$ cat src/rtl/pwm_pkg.sv
// Shared defaults and the ramp helper for the multi-channel PWM generator.
package pwm_pkg;

  localparam int PWM_WIDTH_DEFAULT    = 8;
  localparam int PWM_CHANNELS_DEFAULT = 4;
  localparam int PWM_RAMP_DEFAULT     = 1;
  localparam int PWM_FN_W             = 32;

  // Next active duty: step toward tgt by at most step, landing exactly on tgt.
  // step == 0 means jump straight to the target.
  function automatic logic [PWM_FN_W-1:0] ramp_step(
    input logic [PWM_FN_W-1:0] act,
    input logic [PWM_FN_W-1:0] tgt,
    input logic [PWM_FN_W-1:0] step
  );
    logic [PWM_FN_W-1:0] diff;
    if (step == '0) begin
      return tgt;
    end
    if (act < tgt) begin
      diff = tgt - act;
      return (diff > step) ? act + step : tgt;
    end
    diff = act - tgt;
    return (diff > step) ? act - step : tgt;
  endfunction

endpackage

$ cat src/rtl/pwm_channel.sv
// One PWM channel: double-buffered duty target, soft-start ramp applied at
// period wraps, and the registered duty compare.
module pwm_channel
  import pwm_pkg::*;
#(
  parameter int WIDTH     = PWM_WIDTH_DEFAULT,
  parameter int RAMP_STEP = PWM_RAMP_DEFAULT
) (
  input  logic             clk,
  input  logic             rst,
  input  logic             en,
  input  logic             load,
  input  logic             wrap,
  input  logic [WIDTH-1:0] cnt,
  input  logic [WIDTH-1:0] duty_in,
  output logic             pwm
);

  logic [WIDTH-1:0] tgt_reg;
  logic [WIDTH-1:0] act_reg;
  logic [WIDTH-1:0] act_next;

  always_comb begin
    act_next = WIDTH'(ramp_step(PWM_FN_W'(act_reg), PWM_FN_W'(tgt_reg),
                                PWM_FN_W'(RAMP_STEP)));
  end

  // A wrap coinciding with load still ramps toward the pre-edge target.
  always_ff @(posedge clk or posedge rst) begin
    if (rst) begin
      tgt_reg <= '0;
      act_reg <= '0;
      pwm     <= 1'b0;
    end else begin
      if (load) begin
        tgt_reg <= duty_in;
      end
      if (!en) begin
        act_reg <= '0;
      end else if (wrap) begin
        act_reg <= act_next;
      end
      pwm <= en & (cnt < act_reg);
    end
  end

endmodule

$ cat src/rtl/pwm_multi.sv
// Multi-channel PWM: one shared period counter with double-buffered period,
// feeding CHANNELS independent ramped duty comparators.
module pwm_multi
  import pwm_pkg::*;
#(
  parameter int WIDTH     = PWM_WIDTH_DEFAULT,
  parameter int CHANNELS  = PWM_CHANNELS_DEFAULT,
  parameter int RAMP_STEP = PWM_RAMP_DEFAULT
) (
  input  logic                      clk,
  input  logic                      rst,
  input  logic                      en,
  input  logic                      load,
  input  logic [WIDTH-1:0]          period,
  input  logic [CHANNELS*WIDTH-1:0] duty,
  output logic [CHANNELS-1:0]       pwm_out,
  output logic                      period_start
);

  logic [WIDTH-1:0] cnt_reg;
  logic [WIDTH-1:0] per_tgt_reg;
  logic [WIDTH-1:0] per_act_reg;
  logic             wrap;

  assign wrap = en & (cnt_reg == per_act_reg);

  // Period changes only land at a wrap, so no runt period is ever produced.
  always_ff @(posedge clk or posedge rst) begin
    if (rst) begin
      cnt_reg      <= '0;
      per_tgt_reg  <= '1;
      per_act_reg  <= '1;
      period_start <= 1'b0;
    end else begin
      if (load) begin
        per_tgt_reg <= period;
      end
      if (!en) begin
        cnt_reg <= '0;
      end else if (wrap) begin
        cnt_reg     <= '0;
        per_act_reg <= per_tgt_reg;
      end else begin
        cnt_reg <= cnt_reg + WIDTH'(1);
      end
      period_start <= en & (cnt_reg == '0);
    end
  end

  generate
    for (genvar gi = 0; gi < CHANNELS; gi++) begin : g_ch
      pwm_channel #(
        .WIDTH     (WIDTH),
        .RAMP_STEP (RAMP_STEP)
      ) u_ch (
        .clk     (clk),
        .rst     (rst),
        .en      (en),
        .load    (load),
        .wrap    (wrap),
        .cnt     (cnt_reg),
        .duty_in (duty[gi*WIDTH +: WIDTH]),
        .pwm     (pwm_out[gi])
      );
    end
  endgenerate

endmodule

$ cat config.mk
export PLATFORM = sky130hd
export DESIGN_NAME = pwm_multi
export DESIGN_NICKNAME = d
export VERILOG_FILES = /design/src/rtl/pwm_pkg.sv /design/src/rtl/pwm_channel.sv /design/src/rtl/pwm_multi.sv
export SDC_FILE = /design/constraint.sdc
export NUM_CORES = 1
export LEC_CHECK = 0
export CORE_MARGIN = 2
export CORE_UTILIZATION = 35
export CTS_BUF_LIST = sky130_fd_sc_hd__clkbuf_4
export CTS_CLUSTER_SIZE = 8
export DETAILED_ROUTE_END_ITERATION = 7
export HOLD_SLACK_MARGIN = 0.12
export SLEW_MARGIN = 25
export SYNTH_ARGS = -nofsm -noshare
export SYNTH_HDL_FRONTEND = slang
export SYNTH_HIERARCHICAL = 1
export SYNTH_SLANG_ARGS = --single-unit
export TNS_END_PERCENT = 100
$ cat constraint.sdc
create_clock -name clk -period 4.4 [get_ports clk]
set_clock_uncertainty 0.2 [all_clocks]
set_input_delay 0.88 -clock clk [delete_from_list [all_inputs] [get_ports clk]]
set_output_delay 0.88 -clock clk [all_outputs]
set_load 0.02 [all_outputs]
# ---- Word-level counts from Yosys, hierarchy flattened
# Index checks and enable logic that the tools add are counted.
dict set report classes {
  n_reduce_logical 2
  n_eq_ne 2
  n_addsub 17
  muxes 30
  n_bitwise 6
  order_cmp 16
}
# op n
set op_table {}
lappend op_table {{greater-than comparator 32 x 1 -> 1 bit (second input constant)} 8}
lappend op_table {{two-way mux 8 bit} 26}
lappend op_table {{subtractor 8 x 8 -> 9 bit} 8}
lappend op_table {{less-than comparator 8 bit} 8}
lappend op_table {{adder 8 x 1 -> 8 bit (second input constant)} 5}
lappend op_table {{subtractor 8 x 1 -> 8 bit (second input constant)} 4}
lappend op_table {{equality test 8 bit} 1}
lappend op_table {{logical NOT 8 bit} 1}
lappend op_table {{bitwise AND 1 bit} 6}
lappend op_table {{two-way mux 1 bit} 4}
lappend op_table {{inequality test 2 x 1 -> 1 bit (second input constant)} 1}
lappend op_table {{AND reduction 2 bit} 1}
dict set report totals {
  word_cells 89
  in_bits 44
  output_inout_bits 5
  register_bits 93
}

# ---- Longest topological paths before layout
# Gate-level depths: netlist of the first run.
dict set report logic_depth {
  ltp_word 7
  depth_mapped 12
  depth_no_buf 11
}

# ---- Cells and area by module
# Netlist of the first run, hierarchy kept.
# module cells_per_inst seq_area_each_um2 area_per_inst_um2 instances
set modules_own_cells {}
lappend modules_own_cells {pwm_channel 248 425.4 2013.2 4}
lappend modules_own_cells {pwm_multi 88 645.6 1161.1 1}

# ---- Worst setup path before layout of the first run
# OpenSTA, ideal clock, no wires.
dict set report synth_path {
  kind {flip-flop to flip-flop}
  from {reg g_ch[0].u_ch.act_reg[0]}
  to {reg g_ch[0].u_ch.act_reg[7]}
  synth_period_minus_slack_ns 3.059
  t_required_ns 4.133
  path_slack_ns 1.341
  path_buffers 0
  t_arrival_ns 2.792
  setup_time_ns 0.067
  path_stages_with_launch 12
  cell_sequence {dfrtp_1 inv_1 ha_1 fa_1 nand2b_1 a211o_1 a211oi_2 o2111ai_2 o21ai_2 nor2_1 a2111oi_1 o221a_1}
}
dict set report synth_between {
  elab_chain_cells 7
  elab_cells_between_ends 14
  classes_between {4 x add/sub; 3 x order compare; 7 x mux}
}
# element line
set synth_lines {}
lappend synth_lines {{start, declared} pwm_channel.sv:20} ;# logic [WIDTH-1:0] act_reg;
lappend synth_lines {{start signal, assigned} pwm_channel.sv:41} ;# act_reg <= act_next;
lappend synth_lines {{subtractor 8 x 8 -> 9 bit} pwm_pkg.sv:21} ;# diff = tgt - act;
lappend synth_lines {{greater-than comparator 32 x 1 -> 1 bit} pwm_pkg.sv:22} ;# return (diff > step) ? act + step : tgt;
lappend synth_lines {{two-way mux 8 bit} pwm_pkg.sv:22}
lappend synth_lines {{two-way mux 8 bit} pwm_pkg.sv:20} ;# if (act < tgt) begin
lappend synth_lines {{two-way mux 8 bit (*)} pwm_pkg.sv:24} ;# diff = act - tgt;
lappend synth_lines {{two-way mux 8 bit (*)} pwm_channel.sv:40} ;# end else if (wrap) begin
lappend synth_lines {{two-way mux 8 bit (*)} pwm_channel.sv:38} ;# if (!en) begin
# Every way passes the cells marked *; elsewhere a longest branch is shown, timed or not. The select of a mux whose other input is x is not followed.
# A chain may end at the register's enable or synchronous reset.

# ---- Final worst setup path of the first run
# Ends and elaborated chain as after synthesis.

==> results of run 1 <==
worst register-to-register path: stages (launching register included):
cell and delay, ps:
dfrtp_1 540, inv_1 200, ha_1 260, fa_1 410, nand2b_1 190, a211o_1 300
a211oi_2 250, o2111ai_2 180, o21ai_2 330, nor2_1 90, a2111oi_1 390, o221a_1 250
synth_stat cells, types with 9 or more instances:
library cell and n:
nor2_1 96, mux2i_1 16, nand2_1 83, ha_1 106, dfrtp_1 77, nor3_1 24, a21oi_1 72, dfstp_2 16
a211oi_1 12, nand3_1 21, buf_6 9, xnor2_1 29, nor4_1 13, clkbuf_1 29, inv_1 94, nor2b_1 16
a21o_1 28, o21ai_0 56, xor2_1 21, nand2b_1 20, nand4_1 13, mux2_2 12
cells by family (layout without fill, tap and decap cells):
group	Yosys count	count (layout)	share of synthesized area, %
AOI/OAI and AO/OA	301	301	23.5
xor gates and xnor gates	50	50	4.75
adders and majority gates	114	114	16.1
buffers and inverters	148	162	7.20
DFF	93	93	25.5
muxes	36	36	4.51
and+or+nand+nor	338	338	18.4
area by class of cell:
type	count	share of cell area (%)
multi-input cells	839	62.4
clock inverters	7	0.503
repair buffers	52	5.08
clock buffers	9	0.679
well taps	335	4.21
inverters	94	3.55
flip-flops and latches	93	23.6
metrics by stage:
stage / power (mW) / cells
after detailed placement: 2.15 / 1413
after floorplan: 1.89 / 1080
after global placement: 2.14 / 1413
after CTS: 2.63 / 1429
final: 2.60 / 1429
after global routing: 2.79 / 1429
worst min path at each step:
stage | startpoint | endpoint | slack, ps | depth (start not counted)
after floorplan | g_ch[0].u_ch/tgt_reg[5]$_DFFE_PP0P_ | g_ch[0].u_ch/act_reg[5]$_DFFE_PP0P_ | 320 | 1
after global placement | g_ch[3].u_ch/tgt_reg[5]$_DFFE_PP0P_ | g_ch[3].u_ch/act_reg[5]$_DFFE_PP0P_ | 360 | 1
after detailed placement | g_ch[3].u_ch/tgt_reg[5]$_DFFE_PP0P_ | g_ch[3].u_ch/act_reg[5]$_DFFE_PP0P_ | 370 | 1
after CTS | g_ch[0].u_ch/tgt_reg[6]$_DFFE_PP0P_ | g_ch[0].u_ch/act_reg[6]$_DFFE_PP0P_ | 410 | 2
after global routing | g_ch[3].u_ch/tgt_reg[5]$_DFFE_PP0P_ | g_ch[3].u_ch/act_reg[5]$_DFFE_PP0P_ | 430 | 1
final | g_ch[3].u_ch/tgt_reg[5]$_DFFE_PP0P_ | g_ch[3].u_ch/act_reg[5]$_DFFE_PP0P_ | 400 | 1
power breakdown:
part / total (mW) / internal, mW / leakage (nW) / switching (mW)
clock: 0.457 / 0.120 / 0.0704 / 0.338
sequential: 1.08 / 0.980 / 1.18 / 0.101
combinational: 1.06 / 0.501 / 2.94 / 0.559
metal layers:
metal	share of wire, %	GRT usage (%)	vias to the layer above	wire, microns
met1	47	23.2	3775	11300
met4	1.7	3.86	0	401
met2	47	29.2	170	11300
met5	0	0	-	0
li1	-	-	3886	-
met3	4.1	2.84	31	984
placed cells by master, fill, tap and decap left out, drive strengths merged, types with 9 or more instances in the layout:
| cell type | n |
|---|---|
| a221oi | 12 |
| nand4 | 13 |
| a21oi | 72 |
| nand2 | 83 |
| ha | 106 |
| mux2i | 16 |
| dfrtp | 77 |
| a211oi | 16 |
| xnor2 | 29 |
| xor2 | 21 |
| a21o | 28 |
| dfstp | 16 |
| nor3 | 24 |
| clkbuf | 9 |
| a31oi | 12 |
| nand3 | 21 |
| nor2 | 100 |
| nor2b | 16 |
| mux2 | 20 |
| nor4 | 13 |
| clkdlybuf4s50 | 47 |
| inv | 95 |
| nand2b | 20 |
| o21ai | 68 |
==> impl_metrics.sql, run 1 <==
INSERT INTO impl_metrics (metric_group, metric, value, unit) VALUES
('status', 'result_of_the_run', 'finished clean', ''),
('clocking', 'cts-root-buf', 'clkbuf_4', ''),
('global_routing', 'initial_antenna_violation_count', '0', ''),
('floorplanning', 'std_cell_rows', '59', ''),
('clocking', 'tritoncts.num_buffers', '9', ''),
('timing', 'minimum_setup_slack_in_the_final_design', '775', 'ps'),
('global_routing', 'grt_max_degree', '44', ''),
('synth', 'synth_seq_area_share', '25.5', '%'),
('power', 'power_density', '261', 'nW/um^2'),
('routing', 'drt_iter0_markers', '680', ''),
('global_routing', 'grt_first_pass_wirelength', '39800', 'microns'),
('critical_path', 'worst-path-buf-inv', '1', ''),
('synth', 'post_synth_instance_area', '9210', 'sq um'),
('critical_path', 'timing.critical_path.from', 'g_ch[0].u_ch/act_reg[0]$_DFFE_PP0P_', ''),
('clocking', 'cts_tree', 'done', ''),
('hold_path', 'worst_hold_path_type', 'flop to flop', ''),
('finish', 'layout.cell_area.non_filler', '9950', 'sq um'),
('timing', 'setup_repair_after_global_routing_missed_its_margin', 'false', ''),
('routing', 'drt_first_pass_iters', '5', ''),
('critical_path', 'worst-path-max-fanout', '8', ''),
('timing', 'tns', '0', 'ps'),
('job', 'drv_cap', '0', ''),
('floorplanning', 'pin_count', '49', ''),
('synth', 'synth_enable_flop_cells', '0', ''),
('finish', 'filler_cell_count', '2695', ''),
('floorplanning', 'start_util', '35.5', '%'),
('global_routing', 'first_global_vias', '7696', ''),
('finish', 'diodes', '0', ''),
('critical_path', 'end_kind', 'flop', ''),
('critical_path', 'crit_end', 'g_ch[0].u_ch/act_reg[7]$_DFFE_PP0P_', ''),
('clocking', 'cts_htree_levels', '3', ''),
('finish', 'final_nets', '1247', ''),
('placement', 'pre_cts_ws', '585', 'ps'),
('synth', 'synth.ff_latch_count', '93', ''),
('finish', 'drive_gt1_share', '8.41', '%'),
('critical_path', 'critical_path_cell_sequence', 'inv_1 -> ha_1 -> fa_1 -> nand2b_1 -> a211o_1 -> a211oi_2 -> o2111ai_2 -> o21ai_2 -> nor2_1 -> a2111oi_1 -> o221a_1', ''),
('clocking', 'cts_resized', '0', ''),
('finish', 'final-seq-area', '2350', 'sq um'),
('placement', 'place_congestion', '0.907', ''),
('routing', 'detailroute.via_count', '7862', ''),
('timing', 'maxSlewViolCount', '0', ''),
('placement', 'buffer_ports.inserted', '48', ''),
('timing', 'max_freq', '276', 'MHz'),
('critical_path', 'r2r_cells', '11', ''),
('routing', 'route.detailed.drc', '0', ''),
('floorplanning', 'core-area', '26000', 'sq um'),
('placement', 'dp_hpwl', '18000', 'microns'),
('critical_path', 'worst_setup_path_start_kind', 'flop', ''),
('global_routing', 'grt-ovfl-total', '0', ''),
('synth', 'post_synth_num_cell_types', '62', ''),
('critical_path', 'ff2ff_setup_slack', '770', 'ps'),
('finish', 'multi_input_comb_area', '6200', 'sq um'),
('critical_path', 'worst-endpoint-arrival', '3880', 'ps'),
('power', 'power.leakage', '4.19', 'nW'),
('synth', 'synthDominantAreaCellType', 'dfrtp_1', ''),
('floorplanning', 'die_height', '166', 'microns'),
('timing', 'post-route-min-period', '3630', 'ps'),
('critical_path', 'cp_num_cells', '11', ''),
('timing', 'relSlewSlack', '42.0', '%'),
('floorplanning', 'chipWidth', '166', 'microns'),
('critical_path', 'critical_path.slowest_cell', 'dfrtp_1', ''),
('timing', 'timing_hold_violations_final', '0', ''),
('power', 'max_rail_drop_vdd', '0.143', 'mV'),
('synth', 'synthesis.area_per_instance', '8.53', 'sq um'),
('synth', 'synthArstFlopShare', '100', '%'),
('synth', 'yosys.area.top_type_share', '20.9', '%'),
('timing', 'whs', '397', 'ps'),
('routing', 'drt.antenna.violating_nets', '0', ''),
('timing', 'tightestPinTransition', '863', 'ps'),
('timing', 'finalSetupViolCount', '0', ''),
('global_routing', 'groute.usage.overall', '17.3', '%');
Note: power is estimated with default switching activity, not from simulation.
==> inputs of run 2 (changes only) <==
==> constraint.sdc (replaced) <==
create_clock -name clk -period 3.4 [get_ports clk]
set_clock_uncertainty 0.2 [all_clocks]
set_input_delay 0.68 -clock clk [delete_from_list [all_inputs] [get_ports clk]]
set_output_delay 0.68 -clock clk [all_outputs]
set_load 0.02 [all_outputs]
==> impl_metrics.sql, run 2 (synthesis gave the netlist of run 1 again) <==
INSERT INTO impl_metrics (metric_group, metric, value, unit) VALUES
('status', 'result_of_the_run', 'finished clean', ''),
('placement', 'buffer_ports.inserted', '48', ''),
('job', 'drv_cap', '0', ''),
('clocking', 'clock_insertion_delay_worst_skew', '490', 'ps'),
('timing', 'relSlewSlack', '38.5', '%'),
('finish', 'final_nets', '1279', ''),
('hold_path', 'hold-path-cell-count', '2', ''),
('floorplanning', 'pin_count', '49', ''),
('critical_path', 'end_kind', 'flop', ''),
('clocking', 'ctsLongestPathBuffers', '2', ''),
('power', 'power.leakage', '4.35', 'nW'),
('hold_path', 'hold-path-endpoint', 'g_ch[3].u_ch/act_reg[6]$_DFFE_PP0P_', ''),
('finish', 'layout.cell_area.non_filler', '10300', 'sq um'),
('global_routing', 'grt_first_pass_wirelength', '40300', 'microns'),
('global_routing', 'globalRouteMet1Util', '23.4', '%'),
('routing', 'drt_first_pass_iters', '5', ''),
('routing', 'route.detailed.drc', '0', ''),
('timing', 'finalSetupViolCount', '0', ''),
('global_routing', 'groute.usage.overall', '17.4', '%'),
('power', 'power_density', '329', 'nW/um^2'),
('finish', 'drive_gt1_share', '11.7', '%'),
('finish', 'relative_area_change_from_synthesis_to_final_layout', '11.8', '%'),
('critical_path', 'critical_path_cell_sequence', 'inv_1 -> ha_1 -> nor2b_1 -> o21ai_1 -> nand4_1 -> or4_4 -> nor2_4 -> a31oi_2 -> a221o_1 -> a221oi_2', ''),
('clocking', 'cts_tree', 'done', ''),
('global_routing', 'initial_antenna_violation_count', '2', ''),
('routing', 'detailroute.via_count', '8034', ''),
('timing', 'tns', '0', 'ps'),
('timing', 'post-route-min-period', '3250', 'ps'),
('floorplanning', 'std_cell_rows', '59', ''),
('floorplanning', 'chipWidth', '166', 'microns'),
('global_routing', 'grt-ovfl-total', '0', ''),
('routing', 'drt_wl_total', '24000', 'microns'),
('finish', 'mostFrequentLayoutCells', 'ha_1, nor2_1, inv_1', ''),
('routing', 'drt.antenna.violating_nets', '0', ''),
('timing', 'max_freq', '308', 'MHz'),
('critical_path', 'ff2ff_setup_slack', '150', 'ps'),
('hold_path', 'worst_hold_path_type', 'flop to flop', ''),
('clocking', 'clk_transition_reported_paths', '160', 'ps'),
('clocking', 'tritoncts.num_buffers', '9', ''),
('critical_path', 'worst-endpoint-arrival', '3460', 'ps'),
('floorplanning', 'die_ar', '27600', 'sq um'),
('critical_path', 'timing.setup.critical_path_class', 'flop to flop', ''),
('global_routing', 'first_global_vias', '7914', ''),
('clocking', 'cts-root-buf', 'clkbuf_4', ''),
('timing', 'setup_repair_after_global_routing_missed_its_margin', 'true', ''),
('hold_path', 'worstHoldStart', 'g_ch[3].u_ch/tgt_reg[6]$_DFFE_PP0P_', ''),
('global_routing', 'grt_max_degree', '42', ''),
('timing', 'fin_crit_sh', '95.6', '%'),
('critical_path', 'critical_path_required', '3610', 'ps'),
('floorplanning', 'die_height', '166', 'microns'),
('routing', 'average_detailed_routed_wire_length_per_instance', '16.4', 'microns'),
('routing', 'drt_iter0_markers', '659', ''),
('floorplanning', 'core-area', '26000', 'sq um'),
('finish', 'mostFrequentLayoutCell', 'ha_1', ''),
('floorplanning', 'start_util', '35.5', '%'),
('critical_path', 'critical_path.slowest_cell', 'or4_4', ''),
('routing', 'viasPerCell', '5.49', ''),
('critical_path', 'r2r_cells', '10', ''),
('clocking', 'clock_net_sink_count', '93', ''),
('timing', 'tightestPinTransition', '915', 'ps'),
('global_routing', 'use_met3', '3.34', '%'),
('critical_path', 'cp_slowest_stage_delay', '500', 'ps'),
('critical_path', 'worst-path-max-fanout', '17', ''),
('placement', 'dp_hpwl', '18100', 'microns'),
('critical_path', 'timing.rr.end', 'g_ch[3].u_ch/act_reg[3]$_DFFE_PP0P_', ''),
('placement', 'dpl-instance-area', '10100', 'sq um'),
('timing', 'maxSlewViolCount', '0', ''),
('global_routing', 'groute.layer.met2.usage', '29.6', '%'),
('clocking', 'cts_htree_levels', '3', ''),
('placement', 'place_congestion', '0.884', ''),
('global_routing', 'grt.busiest_layer', 'met2', ''),
('critical_path', 'worst_setup_path_start_kind', 'flop', ''),
('critical_path', 'reg2reg_from', 'g_ch[3].u_ch/tgt_reg[5]$_DFFE_PP0P_', ''),
('power', 'max_rail_drop_vdd', '0.183', 'mV'),
('timing', 'timing_hold_violations_final', '0', '');
==> run 2: cell count changes in the layout (fill, tap and decap cells not counted), sizes merged <==
cell | before | now
clkinvlp | 0 | 2
diode | 0 | 2
buf | 5 | 37
clkinv | 6 | 4
==> run 2: layout make-up <==
type	count	area, sq um
diodes	2	5.00
fillers	2694	15700
inverters	94	353
clock buffers	9	67.6
multi-input cells	839	6290
flip-flops and latches	93	2350
clock inverters	7	41.3
repair buffers	84	771
well taps	335	419
==> run 2: worst max path at each step <==
stage / slack, ps / depth (start not counted) / to / startpoint
floorplan: 340 / 11 / g_ch[0].u_ch/act_reg[7]$_DFFE_PP0P_ / g_ch[0].u_ch/act_reg[0]$_DFFE_PP0P_
global placement: 130 / 10 / g_ch[0].u_ch/act_reg[7]$_DFFE_PP0P_ / g_ch[0].u_ch/act_reg[1]$_DFFE_PP0P_
detailed placement: 120 / 11 / g_ch[2].u_ch/act_reg[7]$_DFFE_PP0P_ / g_ch[2].u_ch/act_reg[0]$_DFFE_PP0P_
CTS: 50 / 10 / g_ch[0].u_ch/act_reg[7]$_DFFE_PP0P_ / g_ch[0].u_ch/act_reg[1]$_DFFE_PP0P_
global route: -30 / 11 / g_ch[3].u_ch/act_reg[7]$_DFFE_PP0P_ / g_ch[3].u_ch/act_reg[0]$_DFFE_PP0P_
finish: 150 / 10 / g_ch[3].u_ch/act_reg[3]$_DFFE_PP0P_ / g_ch[3].u_ch/tgt_reg[5]$_DFFE_PP0P_
==> run 2: worst max-delay path: cells and delay by family, from the launching register on <==
family,cells,cell delay [ps]
buffers and inverters,1,70
DFF,1,420
adders and majority gates,1,480
and+or+nand+nor,4,960
AOI/OAI and AO/OA,4,1040
==> run 2: where the power goes <==
part           switching [mW]  internal, mW
sequential              0.123          1.27
combinational           0.746         0.683
clock                   0.427         0.145
total                    1.30          2.10
==> run 2: stage by stage <==
| step | total power [mW] | hold slack [ps] | instances | setup slack [ps] | util (%) |
|---|---|---|---|---|---|
| finish | 3.39 | 393 | 1463 | 151 | 39.6 |
| global route | 3.64 | 429 | 1463 | -28.0 | 39.6 |
| CTS | 3.40 | 400 | 1457 | 54.1 | 39.1 |
| detailed placement | 2.81 | 375 | 1441 | 117 | 38.7 |
| global placement | 2.80 | 359 | 1441 | 127 | 38.7 |
| floorplan | 2.45 | 322 | 1080 | 341 | - |
==> run 2: per-layer routing <==
metal | wire, microns | up-vias
met2 | 11500 | 179
li1 | - | 3962
met1 | 11200 | 3868
met3 | 1020 | 25
met4 | 287 | 0
met5 | 0 | -
==> run 2: timing repair <==
item	CTS	global route
endpoints found under the setup margin	0	17
hold buffers	0	0
endpoints found under the hold margin	0	0
setup buffers	0	4
resized for setup	0	17
==> inputs of run 3 (changes only) <==
==> constraint.sdc (replaced) <==
create_clock -name clk -period 3.4 [get_ports clk]
set_clock_uncertainty 0.2 [all_clocks]
set_input_delay 0.85 -clock clk [delete_from_list [all_inputs] [get_ports clk]]
set_output_delay 0.85 -clock clk [all_outputs]
set_load 0.02 [all_outputs]
==> impl_metrics.sql, run 3 (synthesis gave the netlist of run 1 again) <==
INSERT INTO impl_metrics (metric_group, metric, value, unit) VALUES
('global_routing', 'first_global_vias', '7797', ''),
('floorplanning', 'std_cell_rows', '59', ''),
('global_routing', 'grt_first_pass_wirelength', '39700', 'microns'),
('placement', 'pre_cts_ws', '34.0', 'ps'),
('floorplanning', 'chipWidth', '166', 'microns'),
('floorplanning', 'pin_count', '49', ''),
('finish', 'mostFrequentLayoutCell', 'ha_1', ''),
('finish', 'mostFrequentLayoutCells', 'ha_1, nor2_1, inv_1', ''),
('timing', 'maxSlewViolCount', '0', ''),
('critical_path', 'worst-path-max-fanout', '6', ''),
('critical_path', 'ff2ff_setup_slack', '90', 'ps'),
('finish', 'filler_cell_count', '2674', ''),
('timing', 'fin_crit_sh', '97.4', '%'),
('global_routing', 'groute.usage.overall', '17.3', '%'),
('timing', 'max_freq', '302', 'MHz'),
('finish', 'drive_gt1_share', '12.5', '%'),
('clocking', 'postCtsHoldBufs', '0', ''),
('critical_path', 'cpLargestDelayFamily', 'compound AO/OA/AOI/OAI gates', ''),
('timing', 'tightestPinTransition', '911', 'ps'),
('timing', 'timing_hold_violations_final', '0', ''),
('finish', 'relative_area_change_from_synthesis_to_final_layout', '12.6', '%'),
('critical_path', 'critical_path_cell_sequence', 'inv_1 -> ha_1 -> fa_1 -> nand2b_1 -> a211o_1 -> a211oi_2 -> o2111ai_2 -> o21ai_4 -> nor2_1 -> a2111oi_1 -> o221a_1', ''),
('routing', 'drt_first_pass_iters', '8', ''),
('critical_path', 'critical_path_required', '3660', 'ps'),
('global_routing', 'initial_antenna_violation_count', '1', ''),
('critical_path', 'cp_slowest_stage_delay', '450', 'ps'),
('clocking', 'cts_htree_levels', '3', ''),
('routing', 'drt_wl_total', '24000', 'microns'),
('timing', 'tns', '0', 'ps'),
('floorplanning', 'start_util', '35.5', '%'),
('clocking', 'clk_transition_reported_paths', '180', 'ps'),
('critical_path', 'worst-endpoint-arrival', '3570', 'ps'),
('placement', 'buffer_ports.inserted', '48', ''),
('floorplanning', 'core-area', '26000', 'sq um'),
('clocking', 'cts_tree', 'done', ''),
('routing', 'route.detailed.drc', '0', ''),
('placement', 'place_congestion', '0.880', ''),
('clocking', 'cts-root-buf', 'clkbuf_4', ''),
('floorplanning', 'die_height', '166', 'microns'),
('timing', 'relSlewSlack', '38.8', '%'),
('global_routing', 'grt_max_degree', '33', ''),
('critical_path', 'end_kind', 'flop', ''),
('clocking', 'clock_net_sink_count', '93', ''),
('clocking', 'tritoncts.num_buffers', '9', ''),
('critical_path', 'worst_setup_path_start_kind', 'flop', ''),
('finish', 'layout.cell_area.non_filler', '10400', 'sq um'),
('status', 'result_of_the_run', 'finished clean', ''),
('timing', 'finalSetupViolCount', '0', ''),
('routing', 'detailroute.via_count', '8068', ''),
('power', 'fin_total_pwr', '3.45', 'mW'),
('finish', 'finish.utilization', '39.9', '%'),
('clocking', 'clock_insertion_delay_worst_skew', '510', 'ps'),
('global_routing', 'grt-ovfl-total', '0', ''),
('finish', 'layoutNonFillerInstCount', '1473', ''),
('power', 'power.leakage', '4.41', 'nW'),
('timing', 'post-route-min-period', '3310', 'ps'),
('routing', 'drt_iter0_markers', '609', ''),
('clocking', 'ctsLongestPathBuffers', '2', ''),
('timing', 'whs', '389', 'ps'),
('routing', 'drt.antenna.violating_nets', '0', ''),
('critical_path', 'timing.setup.critical_path_class', 'flop to flop', ''),
('power', 'power_density', '333', 'nW/um^2'),
('timing', 'minimum_setup_slack_in_the_final_design', '89.9', 'ps'),
('finish', 'final_nets', '1290', ''),
('routing', 'viasPerCell', '5.48', ''),
('critical_path', 'critical_path.slowest_cell', 'dfrtp_1', ''),
('timing', 'setup_repair_after_global_routing_missed_its_margin', 'true', ''),
('power', 'max_rail_drop_vdd', '0.202', 'mV'),
('placement', 'dpl-instance-area', '10100', 'sq um'),
('job', 'drv_cap', '0', ''),
('critical_path', 'worst-path-buf-inv', '1', ''),
('placement', 'dp_hpwl', '18100', 'microns'),
('routing', 'average_detailed_routed_wire_length_per_instance', '16.3', 'microns'),
('hold_path', 'worst_hold_path_type', 'flop to flop', ''),
('placement', 'dp.cells', '1450', ''),
('floorplanning', 'die_ar', '27600', 'sq um');
==> run 3: power breakdown <==
group          total (mW)  internal, mW  switching (mW)
combinational        1.44         0.695           0.748
sequential           1.39          1.27           0.122
clock               0.617         0.161           0.456
==> run 3: final cells by class <==
cell class / count / area [sq um] / area share (%)
Clock buffer: 9 / 67.6 / 0.651
Antenna cell: 1 / 2.50 / 0.0241
Inverter: 94 / 353 / 3.40
Clock inverter: 7 / 53.8 / 0.519
Sequential cell: 93 / 2350 / 22.6
Timing Repair Buffer: 95 / 841 / 8.11
Tap cell: 335 / 419 / 4.04
Multi-Input combinational cell: 839 / 6290 / 60.6
==> run 3: what timing repair did <==
| item | in CTS | in global routing |
|---|---|---|
| buffers inserted | 0 | 6 |
| gates resized for setup | 0 | 14 |
| setup endpoints to repair | 0 | 21 |
| hold endpoints to repair | 0 | 0 |
==> run 3: final timing paths <==
path / start / to / cells past startpoint
max: g_ch[1].u_ch/act_reg[0]$_DFFE_PP0P_ / g_ch[1].u_ch/act_reg[7]$_DFFE_PP0P_ / 11
min in group asynchronous: rst / period_start$_DFF_PP0_ / 2
min: g_ch[0].u_ch/tgt_reg[6]$_DFFE_PP0P_ / g_ch[0].u_ch/act_reg[6]$_DFFE_PP0P_ / 2
max reg2reg: g_ch[1].u_ch/act_reg[0]$_DFFE_PP0P_ / g_ch[1].u_ch/act_reg[7]$_DFFE_PP0P_ / 11
min reg2reg: g_ch[0].u_ch/tgt_reg[6]$_DFFE_PP0P_ / g_ch[0].u_ch/act_reg[6]$_DFFE_PP0P_ / 2
max in group asynchronous: rst / g_ch[3].u_ch/act_reg[4]$_DFFE_PP0P_ / 2
==> run 3: routing by layer <==
layer | global-route usage [%] | wire length, microns
met5 | 0 | 0
met4 | 3.82 | 329
met3 | 3.15 | 1040
met2 | 29.0 | 11500
met1 | 23.1 | 11100
==> run 3: worst reg2reg max path: stages (launching register included) <==
cell,delay (ps)
dfrtp_1,450
inv_1,80
ha_1,230
fa_1,420
nand2b_1,180
a211o_1,290
a211oi_2,250
o2111ai_2,190
o21ai_4,280
nor2_1,90
a2111oi_1,360
o221a_1,260
==> RTL change (config.mk and constraints of run 1) <==
The package constant `PWM_FN_W` goes from 32 to 64.
--- a/src/rtl/pwm_pkg.sv
+++ b/src/rtl/pwm_pkg.sv
@@ -4,7 +4,7 @@
   localparam int PWM_WIDTH_DEFAULT    = 8;
   localparam int PWM_CHANNELS_DEFAULT = 4;
   localparam int PWM_RAMP_DEFAULT     = 1;
-  localparam int PWM_FN_W             = 32;
+  localparam int PWM_FN_W             = 64;
 
   // Next active duty: step toward tgt by at most step, landing exactly on tgt.
   // step == 0 means jump straight to the target.
Function: kept (equiv_simple and equiv_induct, registers matched by name and starting in step).
==> RTL change against run 1 <==
- sequential share of layout area decreased by 1.4 points
- power increased by 12%
- global-route usage increased by 0.10 points
- hold slack improved by 0.0072 ns
- critical path depth decreased by 1
- area after synthesis increased by 6.6%
- setup slack got worse by 0.12 ns
- cell area increased by 6.5%
- routed wire length increased by 4.6%
- sequential cell count unchanged
- die area increased by 6.4%
- largest power group is now combinational cells
==> RTL change: results (changes against run 1) <==
final wirelength 25.1 mm (+4.6%); CTS Buf Count 9 (unchanged); root buffer cell clkbuf_4; initial core utilization 35.4% (about the same); largest net degree at the start of global routing 38 (-14%); clock transition at the registers of the reported paths 0.17 ns (about the same); first-pass GRT wire length 41.6 mm (+4.3%); # H-tree levels 3 (unchanged); post-synthesis mux area share 3.01% (-1.5 points); Synth Area in Compound Gates 27.8% (+4.3 points); CTS resizes 0 (unchanged); synth top area cells dfrtp_1 (20%), ha_1 (14%), dfstp_2 (4.3%); Fillers 2863 (+6.2%); Post-Syn Nets 1290 (+4.2%); Synth cell types 72 (+16%); vias in the first global route 8205 (+6.6%); DR iter-0 viols 578 (-15%); wire length on met2 11.8 mm (+4.0%); met1 wire length 11.8 mm (+4.9%); vias per cell 5.54 (+0.61%); Final HPWL DP 18.8 mm (+4.5%); Final GP Congestion 0.856 (-5.6%); share of layout cells above drive strength 1 12.0% (+3.6 points); uppermost layer routed met4; status completed; Adder-Cell Fraction of Synth Area 15.1% (-0.99 points); initial antenna violation count 1 (+1); Peak VDD IR 0.000140 V (-2.1%); # Post-CTS Setup Buffers 0 (unchanged); worst-path fanout max 11 (+3); worst skew pair latency 0.48 ns; sequential share of the synthesized area 23.9% (-1.6 points); clk buf depth 2 (unchanged); met3 WL post-DR 1.12 mm (+13%); WP data arrival 3.94 ns (+0.06 ns); worst slew pin tran 0.957 ns (+0.0936 ns); leakage power figure 0.00444 uW (+6.0%); synth cell count leaders ha_1 (106), inv_1 (102), nand2_1 (99); 1st-pass router iterations 5 (unchanged); Synth async-reset ratio 100% (unchanged); Post-Synth XOR/XNOR Area 3.03% (-1.7 points); I/O Buffers 48 (unchanged); Ys Warns 6 (unchanged); class of the worst hold path register to register; GRT Total Usage 17.4% (+0.10 points)
## RTL change: layout make-up
class / count / area, sq um / share of cell area (%)
multi-input cells: 891 / 6730 / 63.5
flip-flops and latches: 93 / 2350 / 22.2
repair buffers: 52 / 505 / 4.77
well taps: 378 / 473 / 4.46
inverters: 102 / 383 / 3.61
clock inverters: 7 / 88.8 / 0.838
clock buffers: 9 / 67.6 / 0.638
diodes: 1 / 2.50 / 0.0236
## RTL change: worst paths after layout
| check | from | to | slack, ns | depth (start not counted) |
|---|---|---|---|---|
| min reg2reg | g_ch[1].u_ch/tgt_reg[5] | g_ch[1].u_ch/tgt_reg[5] | 0.40 | 2 |
| max in group asynchronous | rst | cnt_reg[0] | 2.58 | 2 |
| min | g_ch[1].u_ch/tgt_reg[5] | g_ch[1].u_ch/tgt_reg[5] | 0.40 | 2 |
| max | g_ch[2].u_ch/act_reg[0] | g_ch[2].u_ch/act_reg[1] | 0.65 | 10 |
| min in group asynchronous | rst | g_ch[2].u_ch/act_reg[4] | 0.79 | 2 |
| max reg2reg | g_ch[2].u_ch/act_reg[0] | g_ch[2].u_ch/act_reg[1] | 0.65 | 10 |
## RTL change: stage by stage
step	setup slack, ns	util [%]	area [sq um]	hold WS (ns)	instances
finish	0.651	38.2	10600	0.404	1533
global route	0.476	38.2	10600	0.427	1533
CTS	0.680	38.2	10600	0.405	1532
detailed placement	0.712	37.7	10400	0.388	1516
global placement	0.745	37.7	10400	0.380	1516
floorplan	1.03	-	9820	0.340	1132
## RTL change: cells by family after synthesis
family / after synthesis
xor+xnor: 34
buf+inv: 148
mux: 24
fa+ha+maj: 114
compound gates: 365
simple gates: 354
flops: 93
## RTL change: metal layers
layer  track usage [%]  up-vias
met5                 0        -
met4              4.13        0
met3              2.35       28
met2              29.1      241
met1              23.7     4039
li1                  -     4178
## RTL change: worst max-delay path, stage by stage, from the launching register on
cell and delay, ns:
dfrtp_1 0.50, ha_1 0.24, fa_1 0.41, nand2b_2 0.20, o2bb2ai_2 0.14, a22o_2 0.28, nor4b_4 0.37, a31oi_1 0.20
o21ai_2 0.47, mux2_2 0.39, o221a_2 0.24
## RTL change: report_power, final
group	internal (uW)	total (uW)	switching [uW]	leakage [uW]
Combinational	581	1240	660	0.00317
Sequential	984	1090	107	0.00118
Clock	228	567	338	0.0000876
